<file path="config.mk">
export PLATFORM = sky130hd
export DESIGN_NAME = eeg_acc_seq_flat
export DESIGN_NICKNAME = d
export VERILOG_FILES = /design/src/rtl/eeg_acc_seq_pkg.sv /design/src/rtl/eeg_acc_seq_if.sv /design/src/rtl/eeg_seq_cfg_regs.sv /design/src/rtl/eeg_acc_seq.sv /design/src/flat_wrapper.sv
export SDC_FILE = /design/constraint.sdc
export NUM_CORES = 1
export LEC_CHECK = 0
export CORE_MARGIN = 3
export CORE_UTILIZATION = 50
export DETAILED_ROUTE_END_ITERATION = 6
export PLACE_DENSITY = 0.76
export SLEW_MARGIN = 0
export SYNTH_ARGS = -nofsm -noshare
export SYNTH_HDL_FRONTEND = slang
export SYNTH_SLANG_ARGS = --single-unit
</file>
<file path="constraint.sdc">
create_clock -name clk -period 3.8 [get_ports clk]
set_clock_uncertainty 0.15 [all_clocks]
set_input_delay 0.76 -clock clk [delete_from_list [all_inputs] [get_ports clk]]
set_output_delay 0.76 -clock clk [all_outputs]
set_load 0.03 [all_outputs]
</file>
<file path="src/rtl/eeg_acc_seq_pkg.sv">
// Shared constants and types for the EEG accelerator command/frame sequencer.
package eeg_acc_seq_pkg;

  // Command opcodes carried in IN_DAT[7:4] of a command beat.
  localparam logic [3:0] OP_WR    = 4'h1;
  localparam logic [3:0] OP_START = 4'h2;
  localparam logic [3:0] OP_ABORT = 4'h3;

  // Configuration register addresses carried in the WR argument nibble.
  localparam logic [3:0] ADDR_LEN_LO  = 4'h0;
  localparam logic [3:0] ADDR_LEN_HI  = 4'h1;
  localparam logic [3:0] ADDR_FRM_NUM = 4'h2;
  localparam logic [3:0] ADDR_MODE    = 4'h3;

  typedef enum logic [1:0] {
    IDLE     = 2'd0,
    CFG_VAL  = 2'd1,
    RUN      = 2'd2,
    WAIT_OUT = 2'd3
  } state_t;

endpackage

</file>
<file path="src/rtl/eeg_acc_seq_if.sv">
// Valid/ready beat stream with last and command qualifiers.
interface eeg_acc_seq_if #(
  parameter int DW = 8
);
  logic          vld;
  logic          rdy;
  logic          lst;
  logic          cmd;
  logic [DW-1:0] dat;

  modport master (output vld, lst, cmd, dat, input rdy);
  modport slave  (input vld, lst, cmd, dat, output rdy);
endinterface

</file>
<file path="src/rtl/eeg_seq_cfg_regs.sv">
// Configuration register file: frame length (two bytes), frame count, mode.
// LEN_W must lie in 9..16 so that the high byte register fits.
module eeg_seq_cfg_regs
  import eeg_acc_seq_pkg::*;
#(
  parameter int LEN_W = 16
) (
  input  logic             clk,
  input  logic             rst_n,
  input  logic             wr_en_i,
  input  logic [3:0]       addr_i,
  input  logic [7:0]       val_i,
  output logic [LEN_W-1:0] frm_len_o,
  output logic [7:0]       frm_num_o,
  output logic [7:0]       mode_o,
  output logic             addr_bad_o
);

  logic [LEN_W-1:0] len_q, len_d;
  logic [7:0]       num_q, num_d;
  logic [7:0]       mode_q, mode_d;

  // Address decode and write-strobe gating of the next register values.
  always_comb begin
    // NOTE: every output of a combinational block gets a default first, so no path can infer a latch.
    len_d      = len_q;
    num_d      = num_q;
    mode_d     = mode_q;
    addr_bad_o = 1'b0;
    if (wr_en_i) begin
      case (addr_i)
        ADDR_LEN_LO:  len_d[7:0]       = val_i;
        ADDR_LEN_HI:  len_d[LEN_W-1:8] = val_i[LEN_W-9:0];
        ADDR_FRM_NUM: num_d            = val_i;
        ADDR_MODE:    mode_d           = val_i;
        default:      addr_bad_o       = 1'b1;
      endcase
    end
  end

  // Register update; defaults give a legal one-beat, one-frame run.
  always_ff @(posedge clk) begin
    // NOTE: reset is sampled on the clock edge, so it sits inside the clocked branch, not the sensitivity list.
    if (!rst_n) begin
      len_q  <= LEN_W'(1);
      num_q  <= 8'd1;
      mode_q <= 8'd0;
    end else begin
      // NOTE: state registers use non-blocking assignment so every flop samples pre-edge values.
      len_q  <= len_d;
      num_q  <= num_d;
      mode_q <= mode_d;
    end
  end

  assign frm_len_o = len_q;
  assign frm_num_o = num_q;
  assign mode_o    = mode_q;

endmodule

</file>
<file path="src/rtl/eeg_acc_seq.sv">
// Command/frame sequencer: decodes command beats into configuration and
// START/ABORT, then gates data beats into the accelerator in frames.
module eeg_acc_seq
  import eeg_acc_seq_pkg::*;
#(
  parameter int DW    = 8,
  parameter int LEN_W = 16
) (
  input  logic             clk,
  input  logic             rst_n,
  eeg_acc_seq_if.slave     in_s,
  eeg_acc_seq_if.master    acc_m,
  input  logic             acc_out_vld_i,
  input  logic             acc_out_lst_i,
  input  logic             acc_out_rdy_i,
  output logic [LEN_W-1:0] cfg_frm_len_o,
  output logic [7:0]       cfg_frm_num_o,
  output logic [7:0]       cfg_mode_o,
  output logic             busy_o,
  output logic             err_o
);

  state_t           state_q;
  logic [LEN_W-1:0] beat_cnt_q;
  logic [7:0]       frm_cnt_q;
  logic [3:0]       addr_q;
  logic             busy_q;
  logic             err_q;

  logic       in_rdy;
  logic       in_xfer;
  logic       last_beat;
  logic       out_last;
  logic       cfg_wr;
  logic       addr_bad;
  logic [3:0] opcode;
  logic [3:0] arg;

  assign opcode    = in_s.dat[7:4];
  assign arg       = in_s.dat[3:0];
  assign in_xfer   = in_s.vld & in_rdy;
  assign last_beat = (beat_cnt_q == LEN_W'(cfg_frm_len_o - LEN_W'(1)));
  assign out_last  = acc_out_vld_i & acc_out_rdy_i & acc_out_lst_i;
  assign cfg_wr    = (state_q == CFG_VAL) & in_xfer & in_s.cmd;

  eeg_seq_cfg_regs #(.LEN_W(LEN_W)) u_cfg_regs (
    .clk        (clk),
    .rst_n      (rst_n),
    .wr_en_i    (cfg_wr),
    .addr_i     (addr_q),
    .val_i      (in_s.dat[7:0]),
    .frm_len_o  (cfg_frm_len_o),
    .frm_num_o  (cfg_frm_num_o),
    .mode_o     (cfg_mode_o),
    .addr_bad_o (addr_bad)
  );

  // Zero-latency stream gating: data passes straight through only in RUN.
  always_comb begin
    in_rdy    = 1'b1;
    acc_m.vld = 1'b0;
    acc_m.lst = 1'b0;
    acc_m.cmd = 1'b0;
    acc_m.dat = in_s.dat;
    case (state_q)
      RUN: begin
        in_rdy    = in_s.cmd ? 1'b1 : acc_m.rdy;
        acc_m.vld = in_s.vld & ~in_s.cmd;
        acc_m.lst = last_beat;
      end
      WAIT_OUT: in_rdy = 1'b0;
      default:  ;
    endcase
  end

  assign in_s.rdy = in_rdy;

  // Sequencer FSM with beat/frame counters and registered BUSY/ERR.
  always_ff @(posedge clk) begin
    if (!rst_n) begin
      state_q    <= IDLE;
      beat_cnt_q <= '0;
      frm_cnt_q  <= '0;
      addr_q     <= '0;
      busy_q     <= 1'b0;
      err_q      <= 1'b0;
    end else begin
      case (state_q)
        IDLE: if (in_xfer) begin
          if (!in_s.cmd) begin
            err_q <= 1'b1;
          end else begin
            case (opcode)
              OP_WR: begin
                addr_q  <= arg;
                state_q <= CFG_VAL;
              end
              OP_START: begin
                if (cfg_frm_len_o == '0 || cfg_frm_num_o == '0) begin
                  err_q <= 1'b1;
                end else begin
                  state_q    <= RUN;
                  busy_q     <= 1'b1;
                  beat_cnt_q <= '0;
                  frm_cnt_q  <= '0;
                end
              end
              OP_ABORT: ;
              default:  err_q <= 1'b1;
            endcase
          end
        end
        CFG_VAL: if (in_xfer) begin
          if (in_s.cmd) begin
            state_q <= IDLE;
            if (addr_bad) err_q <= 1'b1;
          end else begin
            err_q <= 1'b1;
          end
        end
        RUN: if (in_xfer) begin
          if (in_s.cmd) begin
            if (opcode == OP_ABORT) begin
              state_q    <= IDLE;
              busy_q     <= 1'b0;
              beat_cnt_q <= '0;
              frm_cnt_q  <= '0;
            end else begin
              err_q <= 1'b1;
            end
          end else begin
            if (in_s.lst != last_beat) err_q <= 1'b1;
            if (last_beat) begin
              beat_cnt_q <= '0;
              state_q    <= WAIT_OUT;
            end else begin
              beat_cnt_q <= beat_cnt_q + LEN_W'(1);
            end
          end
        end
        WAIT_OUT: if (out_last) begin
          if (frm_cnt_q + 8'd1 == cfg_frm_num_o) begin
            state_q   <= IDLE;
            busy_q    <= 1'b0;
            frm_cnt_q <= '0;
          end else begin
            state_q   <= RUN;
            frm_cnt_q <= frm_cnt_q + 8'd1;
          end
        end
        default: state_q <= IDLE;
      endcase
    end
  end

  assign busy_o = busy_q;
  assign err_o  = err_q;

endmodule

</file>
<file path="src/flat_wrapper.sv">
// flat-port wrapper written by rule: the top's interface ports become plain ports
module eeg_acc_seq_flat import eeg_acc_seq_pkg::*;
#(
  parameter int DW    = 8,
  parameter int LEN_W = 16
)
  (clk, rst_n, acc_out_vld_i, acc_out_lst_i, acc_out_rdy_i, cfg_frm_len_o, cfg_frm_num_o, cfg_mode_o, busy_o, err_o, in_s_vld, in_s_lst, in_s_cmd, in_s_dat, in_s_rdy, acc_m_vld, acc_m_lst, acc_m_cmd, acc_m_dat, acc_m_rdy);
  eeg_acc_seq_if #(.DW(DW)) in_s_i ();
  eeg_acc_seq_if #(.DW(DW)) acc_m_i ();
  input  logic clk;
  input  logic rst_n;
  input  logic acc_out_vld_i;
  input  logic acc_out_lst_i;
  input  logic acc_out_rdy_i;
  output logic [LEN_W-1:0] cfg_frm_len_o;
  output logic [7:0] cfg_frm_num_o;
  output logic [7:0] cfg_mode_o;
  output logic busy_o;
  output logic err_o;
  input wire logic [$bits(in_s_i.vld)-1:0] in_s_vld;
  input wire logic [$bits(in_s_i.lst)-1:0] in_s_lst;
  input wire logic [$bits(in_s_i.cmd)-1:0] in_s_cmd;
  input wire logic [$bits(in_s_i.dat)-1:0] in_s_dat;
  output wire logic [$bits(in_s_i.rdy)-1:0] in_s_rdy;
  output wire logic [$bits(acc_m_i.vld)-1:0] acc_m_vld;
  output wire logic [$bits(acc_m_i.lst)-1:0] acc_m_lst;
  output wire logic [$bits(acc_m_i.cmd)-1:0] acc_m_cmd;
  output wire logic [$bits(acc_m_i.dat)-1:0] acc_m_dat;
  input wire logic [$bits(acc_m_i.rdy)-1:0] acc_m_rdy;
  assign in_s_i.vld = in_s_vld;
  assign in_s_i.lst = in_s_lst;
  assign in_s_i.cmd = in_s_cmd;
  assign in_s_i.dat = in_s_dat;
  assign in_s_rdy = in_s_i.rdy;
  assign acc_m_vld = acc_m_i.vld;
  assign acc_m_lst = acc_m_i.lst;
  assign acc_m_cmd = acc_m_i.cmd;
  assign acc_m_dat = acc_m_i.dat;
  assign acc_m_i.rdy = acc_m_rdy;
  eeg_acc_seq #(.DW(DW), .LEN_W(LEN_W)) u_core (.clk(clk), .rst_n(rst_n), .in_s(in_s_i), .acc_m(acc_m_i), .acc_out_vld_i(acc_out_vld_i), .acc_out_lst_i(acc_out_lst_i), .acc_out_rdy_i(acc_out_rdy_i), .cfg_frm_len_o(cfg_frm_len_o), .cfg_frm_num_o(cfg_frm_num_o), .cfg_mode_o(cfg_mode_o), .busy_o(busy_o), .err_o(err_o));
endmodule
</file>
==> impl_metrics.ini, run 1 <==
[routing]
finalWirelength_mm = 11.1
ant_nets = 0
dr_total_vias = 3681
drt-initial-drc-count = 258
firstDrtPassIters = 6
via_per_inst = 5.75
drc_errors = 0
wl_per_cell_um = 17.4

[power]
p_leak_uw = 0.00200
cellPowerDensity_mw_per_mm2 = 284
max-vdd-ir-drop_mv = 0.225

[logic_synthesis]
muxShareOfSynthArea_pct = 9.65
synthCells = 467
ys.flop_type = dfxtp_1
yosys.area_share.simple_pct = 27.8
synth_fp_nets = 487
syn_area_per_cell_sq_um = 8.55
syn_area_sq_mm = 0.00399
ys_seq_area_share_pct = 32.1
synth_compound_area_share_pct = 14.5
synth_seq_cells = 64
synth-edff-count = 0
synth_cell_types = 67
synth_xor_area_share_pct = 9.87
async_reset_ff_share_pct = 0
yosysWarnings = 0
synth_top_family_by_area = simple AND/OR/NAND/NOR gates
post_synth_fa_ha_maj_area_fraction_pct = 0.940

[clock_network]
root_buffer = clkbuf_8
cts.clk_slew.worst_paths_ns = 0.08
clock-sinks = 64
cts_made_buffers = 9
cts_buffer_depth = 2
htreeDepth = 3
cts_tree = done
insertion_delay_ns = 0.34

[die]
core-area_sq_mm = 0.00749
pin_count = 63
die_y_um = 95.4
die_w_um = 95.4
die_area_sq_mm = 0.00909
initial_utilization_pct = 53.3
floorplan.rows = 31

[layout]
fillers = 601
utilization_pct = 67.6
num-nets-final = 556
n_antenna_cell = 0
fin_area_sq_mm = 0.00506
area_delta_synth_final_pct = 26.8
drive_gt1_share_pct = 13.5

[placed_design]
io_buffer_count = 61
place_hpwl_mm = 7.97
routabilityCongestion = 0.880
postPlaceCellArea_sq_mm = 0.00470

[setup_path]
required_ns = 2.89
r2r_end = u_core.beat_cnt_q[1]
setup.worst_path.start_class = flop
endpoint = acc_m_lst
cp_max_fo = 5
r2r_slack_ns = 0.48
crit_path_start = u_core.u_cfg_regs.frm_len_o[5]
worst_setup_path_end_kind = output port
arrival_ns = 2.78
r2r-start = u_core.u_cfg_regs.frm_len_o[3]
r2r_cells = 8
worstSetupPathType = flop to output port

[grt]
grt_pass1_vias = 3416
grt_first_pass_wirelength_mm = 17.8
grt_max_degree = 58
grt_overflow = 0
grt_usage_pct = 25.2
antenna_found_initial = 0

[sta]
hold_ws_ns = 0.365
tightest_slew_ns = 1.01
fin_setup_tns_ns = 0
maxSlewHeadroom_pct = 32.4
period_share_pct = 97.0
drv_slew = 0
hold_viol_final = 0
setup_viol = 0
fin_crit_ns = 3.69
timing.fmax_mhz = 271

[hold_path]
hp-class = flop to flop

[run_status]
outcome = finished, final reports clean

[job]
drv_cap = 0
-- where the power goes --
part / switching [uW] / internal [uW] / total, uW
Clock: 280 / 370 / 650
Sequential: 2.77 / 670 / 673
Combinational: 63.9 / 52.6 / 117
-- stage by stage --
stage	setup WS, ns	total power, uW	cells
6_report	0.113	1440	640
3_5_place_dp	0.0825	803	616
2_1_floorplan	0.0716	757	467
4_1_cts	0.00324	1450	636
5_1_grt	-0.0350	1490	640
3_3_place_gp	0.211	802	616
-- area by class of cell --
type                       instances  area, sq um  share of cell area (%)
tap                               99          124                    2.45
sequential                        64         1290                    25.6
inverter                           8         30.0                   0.593
clock buffer                      11          131                    2.60
multi-input combinational        364         2580                    51.0
timing repair buffer              89          822                    16.2
clock inverter                     5         81.3                    1.61
-- critical path, cell delays in order, from the launching register on --
cell       delay [ns]
dfxtp_4          0.37
nor4_4           0.42
nand3_1          0.18
a211oi_2         0.27
o2111ai_1        0.14
or3b_1           0.39
or4_4            0.44
nor2_4           0.10
buf_6            0.13
-- cell usage after synthesis, types with 3 or more instances --
library cell,number,area [sq um]
nor4b_1,3,26.3
ha_1,3,37.5
mux2i_1,37,370
or3_1,5,31.3
clkbuf_1,14,52.6
and4_1,3,26.3
o311ai_0,3,26.3
a21oi_1,8,40.0
nand3_1,19,95.1
a2111oi_0,6,52.6
nor4_1,5,31.3
o31ai_1,3,22.5
nor3_1,12,60.1
nor3b_1,3,22.5
xor2_1,28,245
dfxtp_1,64,1280
a211oi_1,10,75.1
a21boi_0,4,30.0
buf_4,10,75.1
and2_1,3,18.8
buf_2,3,15.0
nor2b_1,38,238
xnor2_1,17,149
o2111ai_1,3,26.3
nand4_1,5,31.3
nand2_1,50,188
a31oi_1,4,25.0
and3_1,7,43.8
nor2_1,33,124
o21ai_0,12,60.1
inv_1,8,30.0
-- routing by layer --
layer	vias to the layer above	share of wire (%)	track usage, %
met5	-	0	0
met4	0	1.1	6.01
met3	15	5.6	4.74
met2	148	47	39.5
met1	1712	46	35.6
li1	1806	-	-
-- worst min path at each step --
stage,endpoint,slack [ns],depth (start not counted),from
after global placement,u_core.addr_q[2],0.35,2,u_core.addr_q[2]
after global routing,u_core.frm_cnt_q[7],0.40,2,u_core.frm_cnt_q[7]
after floorplan,u_core.frm_cnt_q[7],0.33,2,u_core.frm_cnt_q[7]
final,u_core.frm_cnt_q[7],0.36,2,u_core.frm_cnt_q[7]
after detailed placement,u_core.frm_cnt_q[7],0.36,2,u_core.frm_cnt_q[7]
after CTS,u_core.frm_cnt_q[7],0.37,2,u_core.frm_cnt_q[7]
-- state kept, by name, indices dropped and copies added (netlist names) --
| register | cells |
|---|---|
| u_core.u_cfg_regs.frm_num_o | 8 |
| u_core.u_cfg_regs.frm_len_o | 16 |
| u_core.frm_cnt_q | 8 |
| u_core.u_cfg_regs.mode_o | 8 |
| u_core.beat_cnt_q | 16 |
| u_core.state_q | 2 |
| u_core.addr_q | 4 |
| u_core.busy_o | 1 |
| u_core.err_o | 1 |
-- layout by cell type, fill, tap and decap left out, types with 4 or more instances in the layout --
master / n
a2111oi_0: 6
a211oi_1: 9
a21boi_0: 4
a21oi_1: 7
a31oi_1: 4
and3_1: 6
buf_4: 28
clkbuf_8: 9
clkdlybuf4s50_1: 60
dfxtp_1: 60
inv_1: 8
mux2i_1: 37
nand2_1: 50
nand3_1: 19
nand4_1: 5
nor2_1: 31
nor2b_1: 38
nor3_1: 11
nor4_1: 4
o21ai_0: 12
or3_1: 5
xnor2_1: 15
xor2_1: 28
-- timing repair --
action | 4_1_cts | 5_1_grt
hold buffers | 0 | 0
pin swaps | 6 | 6
resized for setup | 11 | 10
setup buffers | 4 | 4
endpoints found under the setup margin | 1 | 1
-- cells by family after synthesis --
logic type,count (synthesis)
compound gates,75
other cells,1
xor+xnor,45
mux,38
fa+ha+maj,3
buf+inv,39
flops,64
simple gates,202
No activity file was read; power rests on OpenSTA's default activity.
==> run 2, diff against run 1 <==
--- a/config.mk
+++ b/config.mk
@@ -13,3 +13,4 @@
 export SYNTH_ARGS = -nofsm -noshare
 export SYNTH_HDL_FRONTEND = slang
 export SYNTH_SLANG_ARGS = --single-unit
+export TNS_END_PERCENT = 100
==> results of run 2 <==
Same layout as run 1: the final DEF is identical, and so are final timing and power.
==> run 3, diff against run 2 <==
--- a/config.mk
+++ b/config.mk
@@ -8,6 +8,7 @@
 export CORE_MARGIN = 3
 export CORE_UTILIZATION = 50
 export DETAILED_ROUTE_END_ITERATION = 6
+export GPL_TIMING_DRIVEN = 1
 export PLACE_DENSITY = 0.76
 export SLEW_MARGIN = 0
 export SYNTH_ARGS = -nofsm -noshare
==> results of run 3 <==
Same layout as run 1: the final DEF is identical, and so are final timing and power.
